$ cat config.mk
export PLATFORM = sky130hd
export DESIGN_NAME = pe_in_sequencer
export DESIGN_NICKNAME = d
export VERILOG_FILES = /design/src/rtl/pe_in_sequencer.sv
export SDC_FILE = /design/constraint.sdc
export NUM_CORES = 1
export LEC_CHECK = 0
export ABC_AREA = 1
export BUFFER_PORTS_ARGS = -buffer_cell sky130_fd_sc_hd__buf_2
export CORE_MARGIN = 3
export CORE_UTILIZATION = 44
export DETAILED_ROUTE_END_ITERATION = 7
export PLACE_DENSITY = 0.83
export SYNTH_ARGS = -nofsm -noshare
export SYNTH_HDL_FRONTEND = slang
export SYNTH_SLANG_ARGS = --single-unit
export TNS_END_PERCENT = 30
$ cat constraint.sdc
create_clock -name clk -period 1.95 [get_ports clk]
set_input_delay 0.195 -clock clk [delete_from_list [all_inputs] [get_ports clk]]
set_output_delay 0.195 -clock clk [all_outputs]
set_load 0.05 [all_outputs]
$ cat src/rtl/pe_in_sequencer.sv
`default_nettype none
// ============================================================================
//  Module   : pe_in_sequencer (with package pe_pkg)
//  Purpose  : Feeds the PE pipeline input packet. A weight stream is written
//             into the per-lane weight buffers (LOAD). An activation-vector
//             stream is then replayed against those weights (STREAM), with
//             the final beat tagged CNN_FIN. INVALID is held while the
//             pipeline drains (DRAIN), and done pulses once at the end.
//
//  Ports    : clk, reset       - clock, asynchronous active-high reset
//             start, load_w    - start a pass (IDLE only); load weights or
//                                reuse the buffered weights
//             w_valid/w_ready  - weight stream handshake (w_data, w_mask)
//             a_valid/a_ready  - activation stream handshake (a_data)
//             pe_state, a_out  - registered PE packet fields
//             rdb_addr         - weight buffer read address
//             wrb, wrb_addr,
//             wrb_data         - weight buffer write port
//             busy, done       - pass in progress / end-of-pass pulse
//
//  Revision : 1.0 - initial release
// ============================================================================

package pe_pkg;
    // Packet qualifier consumed by the PE pipeline.
    typedef enum logic [1:0] {
        INVALID = 2'd0,
        VALID   = 2'd1,
        CNN_FIN = 2'd2
    } pe_state_t;
endpackage

module pe_in_sequencer
    import pe_pkg::*;
#(
    parameter int unsigned DATA_WID   = 8,
    parameter int unsigned MUL_NUM    = 4,
    parameter int unsigned ADDR_B     = 4,
    parameter int unsigned KERNEL_LEN = 9,   // legal range 1 .. 2**ADDR_B
    parameter int unsigned DRAIN_CYC  = 4    // must be at least 1
) (
    input  logic                          clk,
    input  logic                          reset,
    input  logic                          start,
    input  logic                          load_w,
    input  logic                          w_valid,
    input  logic [DATA_WID-1:0]           w_data,
    input  logic [MUL_NUM-1:0]            w_mask,
    output logic                          w_ready,
    input  logic                          a_valid,
    input  logic [MUL_NUM*DATA_WID-1:0]   a_data,
    output logic                          a_ready,
    output pe_state_t                     pe_state,
    output logic [MUL_NUM*DATA_WID-1:0]   a_out,
    output logic [DATA_WID-1:0]           wrb_data,
    output logic [ADDR_B-1:0]             wrb_addr,
    output logic [MUL_NUM-1:0]            wrb,
    output logic [ADDR_B-1:0]             rdb_addr,
    output logic                          busy,
    output logic                          done
);

    // ------------------------------------------------------------------------
    // Constants
    // ------------------------------------------------------------------------
    // The tap counter is one bit wider than the buffer address so that a
    // full-depth kernel (KERNEL_LEN == 2**ADDR_B) terminates on its compare
    // value rather than relying on a wrap.
    localparam int unsigned      CNT_W    = ADDR_B + 1;
    localparam logic [CNT_W-1:0] CNT_LAST = CNT_W'(KERNEL_LEN - 1);

    // DRAIN lasts DRAIN_CYC INVALID output cycles plus the cycle that carries
    // the final beat out of the output register, so the drain counter runs
    // 0 .. DRAIN_CYC. done is registered one cycle before the exit so that it
    // is visible while the FSM is still in DRAIN (a start seen together with
    // done is therefore ignored).
    localparam int unsigned        DRN_W      = $clog2(DRAIN_CYC + 1);
    localparam logic [DRN_W-1:0]   DRN_DONE   = DRN_W'(DRAIN_CYC - 1);
    localparam logic [DRN_W-1:0]   DRN_LAST   = DRN_W'(DRAIN_CYC);

    typedef enum logic [1:0] {
        ST_IDLE   = 2'd0,
        ST_LOAD   = 2'd1,
        ST_STREAM = 2'd2,
        ST_DRAIN  = 2'd3
    } state_t;

    // ------------------------------------------------------------------------
    // State and output registers
    // ------------------------------------------------------------------------
    state_t                          state_q,    state_d;
    logic [CNT_W-1:0]                cnt_q,      cnt_d;
    logic [DRN_W-1:0]                drain_q,    drain_d;
    pe_state_t                       pe_state_q, pe_state_d;
    logic [MUL_NUM*DATA_WID-1:0]     a_out_q,    a_out_d;
    logic [DATA_WID-1:0]             wrb_data_q, wrb_data_d;
    logic [ADDR_B-1:0]               wrb_addr_q, wrb_addr_d;
    logic [MUL_NUM-1:0]              wrb_q,      wrb_d;
    logic [ADDR_B-1:0]               rdb_addr_q, rdb_addr_d;
    logic                            busy_q,     busy_d;
    logic                            done_q,     done_d;

    // Ready signals decode from the state register only, so there is no
    // combinational path from either valid to either ready.
    logic in_load;
    logic in_stream;
    logic w_fire;
    logic a_fire;
    logic cnt_at_last;

    assign in_load     = (state_q == ST_LOAD);
    assign in_stream   = (state_q == ST_STREAM);
    assign w_fire      = w_valid && in_load;
    assign a_fire      = a_valid && in_stream;
    assign cnt_at_last = (cnt_q == CNT_LAST);

    // ------------------------------------------------------------------------
    // Next-state / next-output logic
    // ------------------------------------------------------------------------
    always_comb begin
        // Defaults: data/address fields hold, strobes and qualifiers drop.
        state_d    = state_q;
        cnt_d      = cnt_q;
        drain_d    = drain_q;
        a_out_d    = a_out_q;
        wrb_data_d = wrb_data_q;
        wrb_addr_d = wrb_addr_q;
        rdb_addr_d = rdb_addr_q;
        wrb_d      = '0;
        pe_state_d = INVALID;
        done_d     = 1'b0;

        unique case (state_q)
            ST_IDLE: begin
                cnt_d   = '0;
                drain_d = '0;
                if (start) begin
                    state_d = load_w ? ST_LOAD : ST_STREAM;
                end
            end

            ST_LOAD: begin
                if (w_fire) begin
                    wrb_data_d = w_data;
                    wrb_d      = w_mask;
                    wrb_addr_d = cnt_q[ADDR_B-1:0];
                    if (cnt_at_last) begin
                        cnt_d   = '0;
                        state_d = ST_STREAM;
                    end else begin
                        cnt_d = cnt_q + 1'b1;
                    end
                end
            end

            ST_STREAM: begin
                if (a_fire) begin
                    a_out_d    = a_data;
                    rdb_addr_d = cnt_q[ADDR_B-1:0];
                    if (cnt_at_last) begin
                        pe_state_d = CNN_FIN;
                        cnt_d      = '0;
                        drain_d    = '0;
                        state_d    = ST_DRAIN;
                    end else begin
                        pe_state_d = VALID;
                        cnt_d      = cnt_q + 1'b1;
                    end
                end
            end

            ST_DRAIN: begin
                a_out_d    = '0;
                rdb_addr_d = '0;
                if (drain_q == DRN_LAST) begin
                    state_d = ST_IDLE;
                end else begin
                    drain_d = drain_q + 1'b1;
                    done_d  = (drain_q == DRN_DONE);
                end
            end

            default: begin
                state_d = ST_IDLE;
            end
        endcase

        busy_d = (state_d != ST_IDLE);
    end

    // ------------------------------------------------------------------------
    // Registers
    // ------------------------------------------------------------------------
    always_ff @(posedge clk or posedge reset) begin
        if (reset) begin
            state_q    <= ST_IDLE;
            cnt_q      <= '0;
            drain_q    <= '0;
            pe_state_q <= INVALID;
            a_out_q    <= '0;
            wrb_data_q <= '0;
            wrb_addr_q <= '0;
            wrb_q      <= '0;
            rdb_addr_q <= '0;
            busy_q     <= 1'b0;
            done_q     <= 1'b0;
        end else begin
            state_q    <= state_d;
            cnt_q      <= cnt_d;
            drain_q    <= drain_d;
            pe_state_q <= pe_state_d;
            a_out_q    <= a_out_d;
            wrb_data_q <= wrb_data_d;
            wrb_addr_q <= wrb_addr_d;
            wrb_q      <= wrb_d;
            rdb_addr_q <= rdb_addr_d;
            busy_q     <= busy_d;
            done_q     <= done_d;
        end
    end

    // ------------------------------------------------------------------------
    // Outputs
    // ------------------------------------------------------------------------
    assign w_ready  = in_load;
    assign a_ready  = in_stream;
    assign pe_state = pe_state_q;
    assign a_out    = a_out_q;
    assign wrb_data = wrb_data_q;
    assign wrb_addr = wrb_addr_q;
    assign wrb      = wrb_q;
    assign rdb_addr = rdb_addr_q;
    assign busy     = busy_q;
    assign done     = done_q;

endmodule

`default_nettype wire

### Word-level counts from Yosys, hierarchy flattened

Index checks and enable logic that the tools add are counted.

| word-level totals | value |
|---|---|
| register bits | 66 |
| word-level logic and storage cells | 61 |
| bits of input ports | 50 |
| output and inout bits | 58 |

| operators by class | value |
|---|---|
| muxes and demuxes | 27 |
| equal/unequal tests | 10 |
| reduce and logical (&&, ||, !) cells | 11 |
| add/sub/neg operators | 2 |

Operator list:

| operator | number |
|---|---|
| $pmux 32 s2 | 1 |
| $mux 32 | 1 |
| $mux 2 | 10 |
| $mux 5 | 3 |
| $pmux 5 s3 | 1 |
| $mux 4 | 3 |
| $mux 3 | 3 |
| $pmux 3 s3 | 1 |
| $pmux 2 s4 | 1 |
| $pmux 4 s2 | 1 |
| $ne 2x1->1 const B | 3 |
| $reduce_bool 3->1 | 2 |
| $add 5x1->5 const B | 1 |
| $eq 5x4->1 const B | 1 |
| $eq 2x2->1 const B | 2 |
| $reduce_and 2->1 | 2 |
| $reduce_and 4->1 | 1 |
| $reduce_bool 2->1 | 2 |
| $add 3x1->3 const B | 1 |
| $eq 3x2->1 const B | 1 |
| $eq 3x3->1 const B | 1 |
| $reduce_and 3->1 | 1 |
| $eq 2x1->1 const B | 1 |
| $logic_and 1x1->1 | 2 |
| other kinds (3) | 4 |

### Depth between registers and ports, before layout

| logic depth | value |
|---|---|
| word-level depth | 5 |
| mapped depth | 12 |
| mapped depth without buffers | 12 |

### Least setup slack after synthesis

Ideal clock, no wire load.

| path | value |
|---|---|
| path kind | reg-to-reg |
| start | register state_q[1] |
| end | register busy_q, in the netlist busy |
| data required time | 1828 ps |
| stages on the path, launching flop included | 12 |
| clock period less this slack | 1821 ps |
| slack | 129 ps |
| path buffers | 0 |
| data arrival time | 1700 ps |
| path through | dfrtp_1 -> inv_1 -> ha_1 -> nand2_1 -> inv_2 -> nand3_1 -> nand2_1 -> nand2_1 -> nand2_1 -> nand2_1 -> nand2_1 -> nand2_1 |

| on the way | value |
|---|---|
| cells in the longest elaborated chain, start to end | 5 |

RTL lines:

| what | RTL line | RTL |
|---|---|---|
| from (decl) | 91 | `state_t state_q, state_d;` |
| from (signal assigned) | 208 | `state_q <= state_d;` |
| $eq 2x1->1 (*) | 111 | `assign in_load = (state_q == ST_LOAD);` |
| named net w_ready | 49 | `output logic w_ready,` |
| $logic_and 1x1->1 | 113 | `assign w_fire = w_valid && in_load;` |
| $mux 2 | 143 | `if (w_fire) begin` |
| $pmux 2 s4 (*) | 133 | `unique case (state_q)` |
| $reduce_bool 2->1 (*) | 188 | `busy_d = (state_d != ST_IDLE);` |
| named net busy_d | 100 | `logic busy_q, busy_d;` |
| to (signal assigned) | 217 | `busy_q <= busy_d;` |
| to (decl) | 100 |  |

The timed path passes the listed nets; every way through them passes the cells marked *.
A chain may end at the register's enable or synchronous reset.

### Worst setup path in the final report

| path | value |
|---|---|
| start | register state_q[0] |
| end | output a_ready |

| on the way | value |
|---|---|
| cells in the longest elaborated chain, start to end | 1 |

RTL lines:

| what | RTL line | RTL |
|---|---|---|
| $eq 2x2->1 | 112 | `assign in_stream = (state_q == ST_STREAM);` |
| to (decl) | 52 | `output logic a_ready,` |

Every way passes these cells.

==> impl_metrics.toml <==
[status]
status = "complete, no violations"

[floorplanning]
start_util_pct = 47.2
core_area_um2 = 6130
design.portCount = 108
die_h_um = 87.1
fp-row-count = 28
dieArea_um2 = 7580
die_width_um = 87.1

[clock_network]
ctsHoldBuffers = 0
tritoncts.num_buffers = 9
tritoncts = "built"
cts_sinks = 66
cts_htree_levels = 3
root_buffer = "clkbuf_8"
clock_path_buffers = 2
clk_pin_slew_ns = 0.07
clkLatencyLatePin_ns = 0.32

[logic_synthesis]
syn_area_per_cell_um2 = 9.15
synth_cells = 316
yosys.area.top_type = "dfrtp_1"
syn_area_um2 = 2890
ys_ff_latch = 66
ys_top_cells_by_area = "dfrtp_1, inv_1, nand2_1"
yosysWarningCount = 0
synth_top_area_share_pct = 57.1
synth.net_count = 376
synth_cell_types = 24
yosysSeqAreaShare_pct = 57.1

[placed_design]
place_area_um2 = 3500
gp_congestion = 0.776
port-buffer-count = 107
place_inst = 493
hpwl_um = 5010

[finish]
seqCellArea_um2 = 1650
layoutNonFillerInstCount = 508
final_core_util_pct = 61.0
syn2layout_area_growth_pct = 29.3
fillers = 506
final_common_cell = "buf_2"
final_cell_mix = "buf_2, dfrtp_1, inv_1"
multi_input_area_um2 = 931
drive_gt1_share_pct = 32.8
diodes = 0
layout.nets = 490
design_area_um2 = 3740

[global_routing]
grt_max_degree = 37
grt_pass1_wl_um = 10800
antenna_found_initial = 0
grt_usage_pct = 18.3
gr-total-overflow = 0
grt_pass1_vias = 2362

[worst_setup_path]
cp.arrival_ns = 1.56
path_max_fanout = 7
start_kind = "flop"
worstPathRequired_ns = 1.75
crit_path_end_kind = "output pin"
worstSetupPathType = "flop to output pin"

[sta]
layout_min_cycle_time_ns = 1.75
finClkSkew_ns = 0.00955
setup_viol = 0
worst_slew_pin_slew_ns = 0.766
setup_tns_ns = 0
max_freq_mhz = 571
rsz0062_at_grt = "no"
post-route-period-util_pct = 89.7
slew_headroom_pct = 48.8
drv_slew = 0
final_hold_viol_count = 0

[power]
leakage_nw = 2.08
powerDensity_nw_per_um2 = 1770
ir_drop_uv = 899
total_power_w = 0.00664

[hold_path]
hold_class = "primary input to asynchronous set/reset pin"

[routing]
drt-vias-per-instance = 4.84
drcViolationCount = 0
num_vias = 2458
initialDrtViolationCount = 130
wl_um = 6860
drtAntennaViolNets = 0
wire_per_inst_um = 13.5
drt_pass1_iterations = 4

[flow_run]
max-cap-violations = 0
==> sequential cells by signal, summed over array words and instances (netlist names), 2 cells and up <==
| name | flops |
|---|---|
| cnt_q | 5 |
| drain_q | 3 |
| pe_state | 2 |
| a_out | 32 |
| wrb | 4 |
| wrb_addr | 4 |
| state_q | 2 |
| wrb_data | 8 |
| rdb_addr | 4 |
==> cells by family (layout without fill, tap and decap cells) <==
family	count (synthesis)	in the layout	share of synthesized area (%)
fa+ha+maj	10	10	4.33
xor+xnor	2	2	0.606
simple gates	110	110	16.7
flops	66	66	57.1
buf+inv	75	191	11.1
compound gates	53	54	10.2
==> cells in the mapped netlist <==
cell	instances
dfrtp_1	66
o21ai_1	4
nand3_2	1
clkbuf_1	5
a21oi_1	4
nor2_2	3
nand2_2	1
o21ai_0	36
clkinv_4	1
nand2_4	1
o211ai_2	1
nand2_1	56
inv_2	2
inv_1	60
o21ai_4	1
xor2_1	2
buf_4	3
o211ai_1	1
buf_6	3
nor2_1	11
clkinv_2	1
o22ai_1	6
ha_1	10
nand3_1	37
==> routing by layer <==
metal | vias up | track usage [%] | wire length (µm)
met3 | 12 | 5.11 | 465
met1 | 1155 | 23.7 | 2930
met4 | 0 | 7.08 | 140
met2 | 73 | 29.1 | 3320
li1 | 1218 | - | -
met5 | - | 0 | 0
==> path summary, 6_finish.rpt <==
kind,start,to,slack (ns),cells after the start
max in group asynchronous,reset,a_out[4],1.34,3
worst min register to register,wrb_data[3],wrb_data[3],0.48,2
worst min-delay path,reset,wrb_data[0],0.003,2
worst max register to register,state_q[1],a_out[9],0.21,4
min in group clk,w_data[2],wrb_data[2],0.06,3
worst max-delay path,state_q[0],a_ready,0.20,3
==> critical path, cell delays in order, from the launching register on <==
cell and delay, ns:
dfrtp_1 0.41, inv_1 0.15, ha_2 0.35, buf_2 0.32
==> timing repair <==
item	in CTS	in global routing
gates resized for setup	0	1
endpoints found under the setup margin	0	23
buffers inserted	0	0
==> power by group <==
| group | internal, W | total, W | switching (W) |
|---|---|---|---|
| Sequential | 0.00181 | 0.00205 | 0.000244 |
| Combinational | 0.000758 | 0.00329 | 0.00253 |
| Clock | 0.000811 | 0.00129 | 0.000477 |
==> per-stage QoR <==
stage	setup WS [ns]	hold slack, ns
CTS	0.0254	0.0295
global placement	0.210	0.370
global route	0.0712	0.0538
detailed placement	0.0427	0.387
finish	0.200	0.00341
floorplan	0.100	0.301
==> cell type report <==
cell class | count | area share [%]
multi-input cells | 176 | 24.9
clock buffers | 12 | 4.41
clock inverters | 2 | 1.61
repair buffers | 113 | 15.9
inverters | 64 | 6.59
flip-flops and latches | 66 | 44.1
well taps | 75 | 2.51
Power figures use the tool's default switching activity.
